`config.mk`:
```
export PLATFORM = sky130hd
export DESIGN_NAME = bomb_put_arbiter
export DESIGN_NICKNAME = d
export VERILOG_FILES = /design/src/rtl/bomb_pkg.sv /design/src/rtl/bomb_slot_bank.sv /design/src/rtl/bomb_put_arbiter.sv
export SDC_FILE = /design/constraint.sdc
export NUM_CORES = 1
export LEC_CHECK = 0
export CAP_MARGIN = 20
export CORE_MARGIN = 2
export CORE_UTILIZATION = 45
export DETAILED_ROUTE_END_ITERATION = 8
export PLACE_DENSITY_LB_ADDON = 0.15
export SKIP_CTS_REPAIR_TIMING = 1
export SYNTH_ARGS = -nofsm -noshare
export SYNTH_HDL_FRONTEND = slang
export SYNTH_SLANG_ARGS = --single-unit
```
`constraint.sdc`:
```
create_clock -name clk -period 2.5 [get_ports clk]
set_input_delay 0.25 -clock clk [delete_from_list [all_inputs] [get_ports clk]]
set_output_delay 0.25 -clock clk [all_outputs]
set_load 0.005 [all_outputs]
```
`src/rtl/bomb_pkg.sv`:
```
// Shared types and defaults for the bomb put arbiter: tile geometry, length code,
// player identifiers and the capacity clamp helper.
package bomb_pkg;

    localparam int TILE_W          = 8;
    localparam int GRID_W          = 16;
    localparam int TILE_CNT        = GRID_W * GRID_W;
    localparam int DEF_MAX_CAP     = 4;
    localparam int DEF_SLOT_CYCLES = 61;

    typedef logic [1:0]        len_t;
    typedef logic [TILE_W-1:0] cor_t;
    typedef enum logic { P1 = 1'b0, P2 = 1'b1 } player_e;

    function automatic logic [2:0] clamp_cap(input logic [2:0] cap, input logic [2:0] max_cap);
        logic [2:0] res;
        if (cap > max_cap) begin
            res = max_cap;
        end else begin
            res = cap;
        end
        return res;
    endfunction

endpackage

```
`src/rtl/bomb_slot_bank.sv`:
```
// Per-player bank of fuse-slot timers; a grant loads the lowest free slot and
// each occupied slot releases itself after SLOT_CYCLES cycles.
module bomb_slot_bank
    import bomb_pkg::*;
#(
    parameter int MAX_CAP     = DEF_MAX_CAP,
    parameter int SLOT_CYCLES = DEF_SLOT_CYCLES
) (
    input  logic       clk,
    input  logic       reset,
    input  logic       grant,
    output logic       slot_free,
    output logic [2:0] bomb_num
);

    localparam int            CW   = $clog2(SLOT_CYCLES);
    localparam logic [CW-1:0] TERM = CW'(SLOT_CYCLES - 1);

    logic [MAX_CAP-1:0] valid_r;
    logic [CW-1:0]      cnt_r [MAX_CAP];
    logic [MAX_CAP-1:0] sel_s;
    logic               found_s;
    logic [2:0]         pop_s;

    assign slot_free = ~&valid_r;

    // One-hot lowest free slot and occupancy popcount
    always_comb begin
        sel_s   = '0;
        found_s = 1'b0;
        pop_s   = 3'd0;
        for (int i = 0; i < MAX_CAP; i++) begin
            sel_s[i] = ~valid_r[i] & ~found_s;
            found_s  = found_s | ~valid_r[i];
            pop_s    = pop_s + {2'b00, valid_r[i]};
        end
    end

    // Slot load, count-up and release at terminal count
    always_ff @(posedge clk or negedge reset) begin
        if (!reset) begin
            valid_r  <= '0;
            bomb_num <= 3'd0;
            for (int i = 0; i < MAX_CAP; i++) begin
                cnt_r[i] <= '0;
            end
        end else begin
            for (int i = 0; i < MAX_CAP; i++) begin
                if (grant && sel_s[i]) begin
                    valid_r[i] <= 1'b1;
                    cnt_r[i]   <= '0;
                end else if (valid_r[i] && (cnt_r[i] == TERM)) begin
                    valid_r[i] <= 1'b0;
                    cnt_r[i]   <= '0;
                end else if (valid_r[i]) begin
                    cnt_r[i]   <= cnt_r[i] + CW'(1);
                end else begin
                    cnt_r[i]   <= '0;
                end
            end
            bomb_num <= pop_s;
        end
    end

endmodule

```
`src/rtl/bomb_put_arbiter.sv`:
```
// Turns P1/P2 place-bomb button edges into one-cycle grid put commands or denies.
// Define BOMB_ARB_RR_EN to alternate same-tile conflict wins; otherwise P1 always wins.
module bomb_put_arbiter
    import bomb_pkg::*;
#(
    parameter int MAX_CAP     = DEF_MAX_CAP,
    parameter int SLOT_CYCLES = DEF_SLOT_CYCLES
) (
    input  logic                clk,
    input  logic                reset,
    input  logic                p1_req,
    input  logic                p2_req,
    input  logic [TILE_W-1:0]   p1_cor,
    input  logic [TILE_W-1:0]   p2_cor,
    input  logic [1:0]          p1_bomb_len,
    input  logic [1:0]          p2_bomb_len,
    input  logic [2:0]          p1_bomb_cap,
    input  logic [2:0]          p2_bomb_cap,
    input  logic [TILE_CNT-1:0] tile_busy,
    output logic                p1_put,
    output logic                p2_put,
    output logic [TILE_W-1:0]   p1_put_cor,
    output logic [TILE_W-1:0]   p2_put_cor,
    output logic [1:0]          p1_put_len,
    output logic [1:0]          p2_put_len,
    output logic                p1_deny,
    output logic                p2_deny,
    output logic [2:0]          bomb_num_p1,
    output logic [2:0]          bomb_num_p2
);

    logic p1_req_d_r, p2_req_d_r;
    logic p1_free_s, p2_free_s;
    logic req1_s, req2_s, elig1_s, elig2_s;
    logic conflict_s, p1_wins_s, grant1_s, grant2_s, deny1_s, deny2_s;
`ifdef BOMB_ARB_RR_EN
    player_e prio_r;
`endif

    // Eligibility and same-tile resolution, all from registered state
    always_comb begin
        req1_s  = p1_req & ~p1_req_d_r;
        req2_s  = p2_req & ~p2_req_d_r;
        // The put shadow blocks a tile while the grid has not yet marked it busy
        elig1_s = req1_s & p1_free_s
                & (bomb_num_p1 < clamp_cap(p1_bomb_cap, 3'(MAX_CAP)))
                & ~tile_busy[p1_cor]
                & ~(p1_put & (p1_put_cor == p1_cor))
                & ~(p2_put & (p2_put_cor == p1_cor));
        elig2_s = req2_s & p2_free_s
                & (bomb_num_p2 < clamp_cap(p2_bomb_cap, 3'(MAX_CAP)))
                & ~tile_busy[p2_cor]
                & ~(p1_put & (p1_put_cor == p2_cor))
                & ~(p2_put & (p2_put_cor == p2_cor));
        conflict_s = elig1_s & elig2_s & (p1_cor == p2_cor);
`ifdef BOMB_ARB_RR_EN
        p1_wins_s = (prio_r == P1);
`else
        p1_wins_s = 1'b1;
`endif
        grant1_s = elig1_s & (~conflict_s | p1_wins_s);
        grant2_s = elig2_s & (~conflict_s | ~p1_wins_s);
        deny1_s  = req1_s & ~grant1_s;
        deny2_s  = req2_s & ~grant2_s;
    end

    // Registered put/deny pulses, edge-detect history and conflict priority
    always_ff @(posedge clk or negedge reset) begin
        if (!reset) begin
            p1_req_d_r <= 1'b0;
            p2_req_d_r <= 1'b0;
            p1_put     <= 1'b0;
            p2_put     <= 1'b0;
            p1_put_cor <= '0;
            p2_put_cor <= '0;
            p1_put_len <= 2'b00;
            p2_put_len <= 2'b00;
            p1_deny    <= 1'b0;
            p2_deny    <= 1'b0;
`ifdef BOMB_ARB_RR_EN
            prio_r     <= P1;
`endif
        end else begin
            p1_req_d_r <= p1_req;
            p2_req_d_r <= p2_req;
            p1_put     <= grant1_s;
            p2_put     <= grant2_s;
            p1_put_cor <= grant1_s ? p1_cor : '0;
            p2_put_cor <= grant2_s ? p2_cor : '0;
            p1_put_len <= grant1_s ? p1_bomb_len : 2'b00;
            p2_put_len <= grant2_s ? p2_bomb_len : 2'b00;
            p1_deny    <= deny1_s;
            p2_deny    <= deny2_s;
`ifdef BOMB_ARB_RR_EN
            if (conflict_s) begin
                prio_r <= p1_wins_s ? P2 : P1;
            end
`endif
        end
    end

    bomb_slot_bank #(.MAX_CAP(MAX_CAP), .SLOT_CYCLES(SLOT_CYCLES)) u_bank_p1 (
        .clk       (clk),
        .reset     (reset),
        .grant     (grant1_s),
        .slot_free (p1_free_s),
        .bomb_num  (bomb_num_p1)
    );

    bomb_slot_bank #(.MAX_CAP(MAX_CAP), .SLOT_CYCLES(SLOT_CYCLES)) u_bank_p2 (
        .clk       (clk),
        .reset     (reset),
        .grant     (grant2_s),
        .slot_free (p2_free_s),
        .bomb_num  (bomb_num_p2)
    );

endmodule

```
==> Flow_metrics.wiki, run 1 <==
{| class="wikitable"
! Metric !! Value
|-
| Worst slew margin relative to its limit || 0.498
|-
| Total area of multi-input combinational cells || 6370 um2
|-
| CTS root buf || sky130_fd_sc_hd__clkbuf_16
|-
| Critical setup path kind || in -> reg
|-
| Tcrit/Tclk final || 1.01
|-
| Worst setup path start || tile_busy[229]
|-
| Count of buffers inserted at the top-level ports || around 320
|-
| Max Freq || slightly below 0.4 GHz
|-
| Post-route DRC violation count || 0
|-
| Detailed placer's ending HPWL || roughly 26000 um
|-
| Core Util, Final || 0.744
|-
| Power density relative to cell area || around 310 nW/um2
|-
| Type of element capturing the critical path || flip-flop
|-
| Register area share after synthesis || 0.252
|-
| First-pass GRT wire length || approximately 47000 um
|-
| Origin of the critical flop-to-flop path || u_bank_p2.valid_r[0]
|-
| Maximum fanout encountered on the critical timing path || 5
|-
| Placement-stage worst setup slack || -0.576 ns
|-
| WL/cell || 22.1 um
|-
| Number of standard cells in the layout, taps in and fillers out || 1515
|-
| Min-Delay Path Class || in -> reg
|-
| Synthesis-to-finish area growth || 63.8%
|-
| Capture point of the worst reg-to-reg path || u_bank_p2.cnt_r[15]
|-
| Most common cell after layout, fill and taps aside || sky130_fd_sc_hd__dlymetal6s2s_1
|-
| Number of rows created at floorplan || 51
|-
| Worst Reg2Reg Path Length in Cells || 10
|-
| Clock insertion delay at the later pin of the skew report || approximately 0.34 ns
|-
| Number of global-route vias before repair || roughly 9k
|-
| Kind of start point of the critical path || primary input
|-
| Syn Inst Count || 825
|-
| Placed cell count || 1477
|-
| Violated checks || negative setup slack
|-
| Global Route Usage Sum || 0.298
|-
| Largest clock skew in the final design || between 0.009 and 0.01 ns
|-
| CTS tree || done
|-
| Most used flip-flop cell after synthesis || sky130_fd_sc_hd__dfrtp_1
|-
| Minimum hold slack || 0.395 ns
|-
| Register cell area after layout || about 2200 um2
|-
| Maximum resistive drop on vdd || ~0.24 mV
|-
| Capturing instance or port of the critical path || u_bank_p2.valid_r[1]
|-
| Series of cell instances along the critical path || clkdlybuf4s50_1, mux4_2, mux2_4, a22oi_2, a41oi_2, a211oi_2, o2111ai_2, buf_4, a21boi_4, a21bo_2
|-
| Die boundary height || about 140 um
|-
| Share of synthesized registers carrying an async set or reset || 1.00
|-
| Number of detailed-route iterations in the first pass || 5
|-
| Maximum cell stage delay along the critical path || 0.46 ns
|-
| Final period demand of the worst path || about 2.5 ns
|-
| Core box area || 19300 um2
|-
| Drt via density || 5.90
|-
| Distinct cells, synth || between 50 and 60
|-
| Hold path startpoint || p1_cor[0]
|-
| Most Crowded Layer GR || met2
|-
| RSZ-0062 raised after global routing || true
|-
| Antenna violations before repair || 2
|-
| Area of the die || 20600 um2
|-
| Top library cells by usage in the layout, fill and taps aside || sky130_fd_sc_hd__dlymetal6s2s_1 (160), sky130_fd_sc_hd__clkdlybuf4s50_1 (148), sky130_fd_sc_hd__buf_4 (121)
|-
| Maximum Capacitance Violations || 0
|-
| Violation count after the first detailed-route iteration || 621
|-
| FF-to-FF setup slack || around 0.070 ns
|-
| Chip width || ~140 um
|-
| Met3 track demand over resource || 0.0423
|-
| Synth area leaders || sky130_fd_sc_hd__dfrtp_1 (25%), sky130_fd_sc_hd__mux4_2 (22%), sky130_fd_sc_hd__mux2i_1 (11%)
|-
| Final weighted congestion of routability-driven global placement || roughly 0.93
|-
| Final Setup Violations || 5
|-
| Signal arrival time at the worst endpoint || approximately 2.8 ns
|-
| Hold Fails Final Rpt || 0
|-
| Global-route met2 utilization || 0.539
|-
| Outcome || complete, but fails checks
|-
| IO Count || between 300 and 400
|-
| Number of buffers between clock root and the deepest sink || 2
|-
| Global routing usage on met1 || 0.375
|-
| Fraction of layout instances using a drive strength above 1 || 0.262
|-
| Number of clock sinks || 88
|-
| Seq cells post-synth || 88
|-
| Worst path setup slack after routing || -0.0309 ns
|-
| Post-layout power || 4.39 mW
|-
| Worst slew pin tran || 0.748 ns
|-
| Post-synth design cell area || around 8800 um2
|-
| H-Tree Depth || 3
|-
| CP max stage cell || sky130_fd_sc_hd__mux4_2
|-
| Routed Wire Length || 33600 um
|-
| Final ANT Viol Nets || 0
|-
| Initial cell density of the core || 0.454
|-
| Pin count of the biggest net entering global routing || 56
|-
| Final-stage net count || around 1.6k
|-
| Leftover overflow at the end of global routing || 0
|-
| Leakage power total || 7.23 nW
|-
| Top-area cell type share of the netlist area || 0.252
|-
| Dominant cell type by area after synthesis || sky130_fd_sc_hd__dfrtp_1
|-
| Total via count after detailed routing || 8934
|-
| Count of fill cells added during filler insertion || around 1.3k
|-
| Yosys warns || 0
|-
| Mapped Nets || 1139
|-
| Pins over their slew limit || 0
|-
| Data required time at the worst endpoint || around 2.7 ns
|-
| Number of enable-type register cells in the synthesized netlist || 0
|-
| CTS buffer count || 9
|-
| Clock slew at reported path FFs || 0.06 ns
|-
| Avg Inst Size Synth || about 11 um2
|}
critical path, delay by kind of cell:
kind / cells / cell delay, ns
compound gates: 6 / 1.16
mux: 2 / 0.75
buf+inv: 2 / 0.61
sequential cells by signal (all words and copies together) (netlist names), 2 cells and up:
register,flops
u_bank_p1.bomb_num,3
u_bank_p2.valid_r,4
u_bank_p1.valid_r,4
u_bank_p2.bomb_num,3
p1_put_len,2
u_bank_p2.cnt_r,24
p1_put_cor,8
p2_put_len,2
u_bank_p1.cnt_r,24
p2_put_cor,8
per-stage QoR:
step	setup TNS, ns	instance area [um2]
after CTS	-4.78	13400
after detailed placement	-19.09	13100
after global placement	-18.90	13100
final	-0.0921	14300
after floorplan	-0.312	8840
after global routing	-0.960	14300
cell usage after synthesis, types with 11 or more instances:
cell and n:
sky130_fd_sc_hd__a22oi_1 30, sky130_fd_sc_hd__nor2_1 55, sky130_fd_sc_hd__a21oi_1 11, sky130_fd_sc_hd__mux2i_1 99
sky130_fd_sc_hd__mux4_2 86, sky130_fd_sc_hd__nand4_1 14, sky130_fd_sc_hd__and2_1 20, sky130_fd_sc_hd__o2111ai_1 13
sky130_fd_sc_hd__a211oi_1 16, sky130_fd_sc_hd__dfrtp_1 88, sky130_fd_sc_hd__xnor2_1 22, sky130_fd_sc_hd__nand3_1 38
sky130_fd_sc_hd__clkbuf_1 16, sky130_fd_sc_hd__mux2_2 16, sky130_fd_sc_hd__buf_2 23, sky130_fd_sc_hd__xor2_1 48
sky130_fd_sc_hd__inv_1 36, sky130_fd_sc_hd__ha_1 26, sky130_fd_sc_hd__nor2b_1 13, sky130_fd_sc_hd__nand2_1 45
cell families after synthesis:
group | share of synthesized area
buffers and inverters | 0.0552
xor gates and xnor gates | 0.0700
DFF | 0.252
and+or+nand+nor | 0.123
adders and majority gates | 0.0417
AOI/OAI and AO/OA | 0.104
muxes | 0.355
layout make-up:
class                   count  share of cell area
multi-input cells         642               0.445
inverters                  37             0.00969
flip-flops and latches     88               0.154
repair buffers            463               0.348
clock inverters             5             0.00279
diodes                      4            0.000698
well taps                 265              0.0231
clock buffers              11              0.0176
power breakdown:
part	total [mW]	switching, mW	internal (mW)
clock network	1.28	0.551	0.732
logic	1.68	0.690	0.985
registers	1.43	0.000613	1.43
total	4.39	1.24	3.14
worst min path at each step:
stage,cells after the start,slack [ns],to
after detailed placement,1,0.23,u_bank_p1.cnt_r[4]
after global routing,1,0.41,p2_req_d_r
after CTS,1,-0.14,u_bank_p1.cnt_r[4]
final,3,0.39,p1_put_cor[0]
after global placement,1,0.22,u_bank_p1.cnt_r[4]
after floorplan,0,-0.05,p1_deny
routing by layer:
metal	vias up	part of all wire
met5	-	0
met4	0	0.026
met3	70	0.069
met2	448	0.52
met1	4433	0.39
li1	3983	-
Note: power is estimated with default switching activity, not from simulation.
==> run 2: changes to the inputs <==
Settings changed: CORE_UTILIZATION 45 to 47.
==> run 2 against run 1 <==
Effect of this change:
- the flow still finishes with violations (negative setup slack)
- combinational power about the same
- maximum frequency increased by 0.19%
- register-to-register slack about the same
- die area decreased by 4.1%
- clock power increased by 4%
- power increased by 0.97%
- global-route usage increased by 1.1 points
==> Flow_metrics.wiki, run 2 (synthesis gave the netlist of run 1 again) <==
{| class="wikitable"
! Metric !! Value
|-
| Max Freq || 0.396 GHz (+0.19%)
|-
| Initial cell density of the core || 0.482 (+0.0281)
|-
| Worst path setup slack after routing || -0.0261 ns (+0.00477 ns)
|-
| Leftover overflow at the end of global routing || 0 (unchanged)
|-
| Number of detailed-route iterations in the first pass || 5 (unchanged)
|-
| Count of fill cells added during filler insertion || 1151 (-15%)
|-
| Final period demand of the worst path || 2.53 ns (-0.00477 ns)
|-
| Outcome || complete, but fails checks
|-
| Tcrit/Tclk final || 1.01 (-0.00191)
|-
| Number of global-route vias before repair || 9077 (+0.98%)
|-
| Die boundary height || 140 um (-2.1%)
|-
| CTS tree || done
|-
| Largest clock skew in the final design || 0.00555 ns (-0.00358 ns)
|-
| Clock slew at reported path FFs || 0.06 ns (about the same)
|-
| Worst Reg2Reg Path Length in Cells || 9 (-1)
|-
| Final weighted congestion of routability-driven global placement || 0.929 (+0.31%)
|-
| Most common cell after layout, fill and taps aside || sky130_fd_sc_hd__dlymetal6s2s_1
|-
| Antenna violations before repair || 5 (+3)
|-
| Detailed placer's ending HPWL || 25100 um (-1.6%)
|-
| Min-Delay Path Class || in -> reg
|-
| Global Route Usage Sum || 0.309 (+0.0112)
|-
| Leakage power total || 7.09 nW (-2.0%)
|-
| Maximum resistive drop on vdd || 0.274 mV (+15%)
|-
| Critical setup path kind || in -> reg
|-
| Violation count after the first detailed-route iteration || 703 (+13%)
|-
| Worst setup path start || p1_cor[1]
|-
| Capturing instance or port of the critical path || u_bank_p2.valid_r[1]
|-
| Type of element capturing the critical path || flip-flop
|-
| Pins over their slew limit || 0 (unchanged)
|-
| Capture point of the worst reg-to-reg path || u_bank_p2.cnt_r[13]
|-
| Maximum fanout encountered on the critical timing path || 7 (+2)
|-
| Post-layout power || 4.43 mW (+0.97%)
|-
| Synthesis-to-finish area growth || 60.7%
|-
| Pin count of the biggest net entering global routing || 51 (-8.9%)
|-
| Number of buffers between clock root and the deepest sink || 2 (unchanged)
|-
| Worst slew pin tran || 0.724 ns (-0.0241 ns)
|-
| FF-to-FF setup slack || 0.07 ns (about the same)
|-
| Core box area || 18100 um2 (-5.8%)
|-
| CTS buffer count || 9 (unchanged)
|-
| Number of rows created at floorplan || 49 (-3.9%)
|-
| Data required time at the worst endpoint || 2.74 ns (about the same)
|-
| Top library cells by usage in the layout, fill and taps aside || sky130_fd_sc_hd__dlymetal6s2s_1 (162), sky130_fd_sc_hd__clkdlybuf4s50_1 (146), sky130_fd_sc_hd__mux2i_1 (97)
|-
| WL/cell || 23.5 um (+6.0%)
|-
| Core Util, Final || 0.775 (+0.0310)
|-
| Origin of the critical flop-to-flop path || u_bank_p2.bomb_num[0]
|-
| Worst slew margin relative to its limit || 0.514 (+0.0162)
|-
| Power density relative to cell area || 315 nW/um2 (+2.9%)
|-
| Post-route DRC violation count || 0 (unchanged)
|-
| Largest registers || u_bank_p1.cnt_r (24), u_bank_p2.cnt_r (24)
|-
| H-Tree Depth || 3 (unchanged)
|-
| IO Count || 316 (unchanged)
|-
| Chip width || 140 um (-2.1%)
|-
| Final Setup Violations || 10 (+5)
|-
| Post-detailed-placement cell area || 12800 um2 (-2.0%)
|-
| Maximum Capacitance Violations || 0 (unchanged)
|-
| Drt via density || 6.22 (+5.4%)
|-
| CTS root buf || sky130_fd_sc_hd__clkbuf_16
|-
| Hold Fails Final Rpt || 0 (unchanged)
|-
| Count of buffers inserted at the top-level ports || 315 (unchanged)
|-
| Clock insertion delay at the later pin of the skew report || 0.34 ns (about the same)
|-
| Total via count after detailed routing || 9012 (+0.87%)
|-
| First-pass GRT wire length || 47900 um (+0.96%)
|-
| Signal arrival time at the worst endpoint || 2.76 ns (about the same)
|-
| Routed Wire Length || 34100 um (+1.5%)
|-
| Kind of start point of the critical path || primary input
|-
| Fraction of layout instances using a drive strength above 1 || 0.245 (-0.0174)
|-
| RSZ-0062 raised after global routing || true
|-
| Number of clock sinks || 88 (unchanged)
|-
| Final ANT Viol Nets || 0 (unchanged)
|-
| Total negative slack for setup checks || -0.119 ns (-0.0269 ns)
|-
| Final-stage net count || 1525 (-1.9%)
|-
| Area of all placed cells without fillers || 14100 um2 (-1.9%)
|-
| Area of the die || 19700 um2 (-4.1%)
|-
| Violated checks || negative setup slack
|}
run 2: worst min-delay path by stage:
stage                      start                 end  slack [ns]  cells past startpoint
after CTS                  reset  u_bank_p1.cnt_r[2]       -0.05                      1
after detailed placement   reset  u_bank_p1.cnt_r[2]        0.31                      1
after global routing      p2_req          p2_req_d_r        0.39                      1
after global placement     reset  u_bank_p1.cnt_r[2]        0.32                      1
final                     p1_req          p1_req_d_r        0.38                      1
after floorplan            reset             p1_deny       -0.05                      0
run 2: where the power goes:
group	switching, mW	internal [mW]	leakage (nW)	total (mW)
Clock	0.558	0.775	0.140	1.33
Sequential	0.000724	1.43	1.06	1.43
Combinational	0.704	0.963	5.89	1.67
run 2: critical path, cell delays in order:
cell and delay, ns:
sky130_fd_sc_hd__buf_12 0.12, sky130_fd_sc_hd__buf_12 0.14, sky130_fd_sc_hd__buf_8 0.14, sky130_fd_sc_hd__buf_6 0.11, sky130_fd_sc_hd__mux4_2 0.28, sky130_fd_sc_hd__mux2_4 0.30, sky130_fd_sc_hd__a22oi_2 0.25, sky130_fd_sc_hd__a41oi_2 0.18
sky130_fd_sc_hd__a211oi_2 0.27, sky130_fd_sc_hd__o2111ai_2 0.15, sky130_fd_sc_hd__a21boi_4 0.20, sky130_fd_sc_hd__clkbuf_16 0.18, sky130_fd_sc_hd__a21bo_2 0.18
run 2: per-layer routing:
| metal | GRT usage | part of all wire |
|---|---|---|
| met1 | 0.383 | 0.37 |
| met4 | 0.0958 | 0.035 |
| met2 | 0.543 | 0.52 |
| met5 | 0 | 0.00038 |
| met3 | 0.0650 | 0.077 |
run 2: stage by stage:
stage | std cells | setup slack, ns | hold WS (ns)
6_report | 1450 | -0.0261 | 0.383
5_1_grt | 1449 | -0.0664 | 0.391
4_1_cts | 1431 | -0.231 | -0.0501
3_5_place_dp | 1415 | -0.569 | 0.314
3_3_place_gp | 1415 | -0.549 | 0.317
2_1_floorplan | 825 | -0.0395 | -0.0456
run 2: area by class of cell:
| type | instances | area, um2 | area share |
|---|---|---|---|
| multi-input cells | 640 | 6390 | 0.455 |
| repair buffers | 435 | 4740 | 0.337 |
| flip-flops and latches | 88 | 2200 | 0.157 |
| well taps | 229 | 287 | 0.0204 |
| clock buffers | 11 | 233 | 0.0165 |
| inverters | 37 | 139 | 0.00987 |
| clock inverters | 5 | 56.3 | 0.00400 |
| diodes | 5 | 12.5 | 0.000890 |
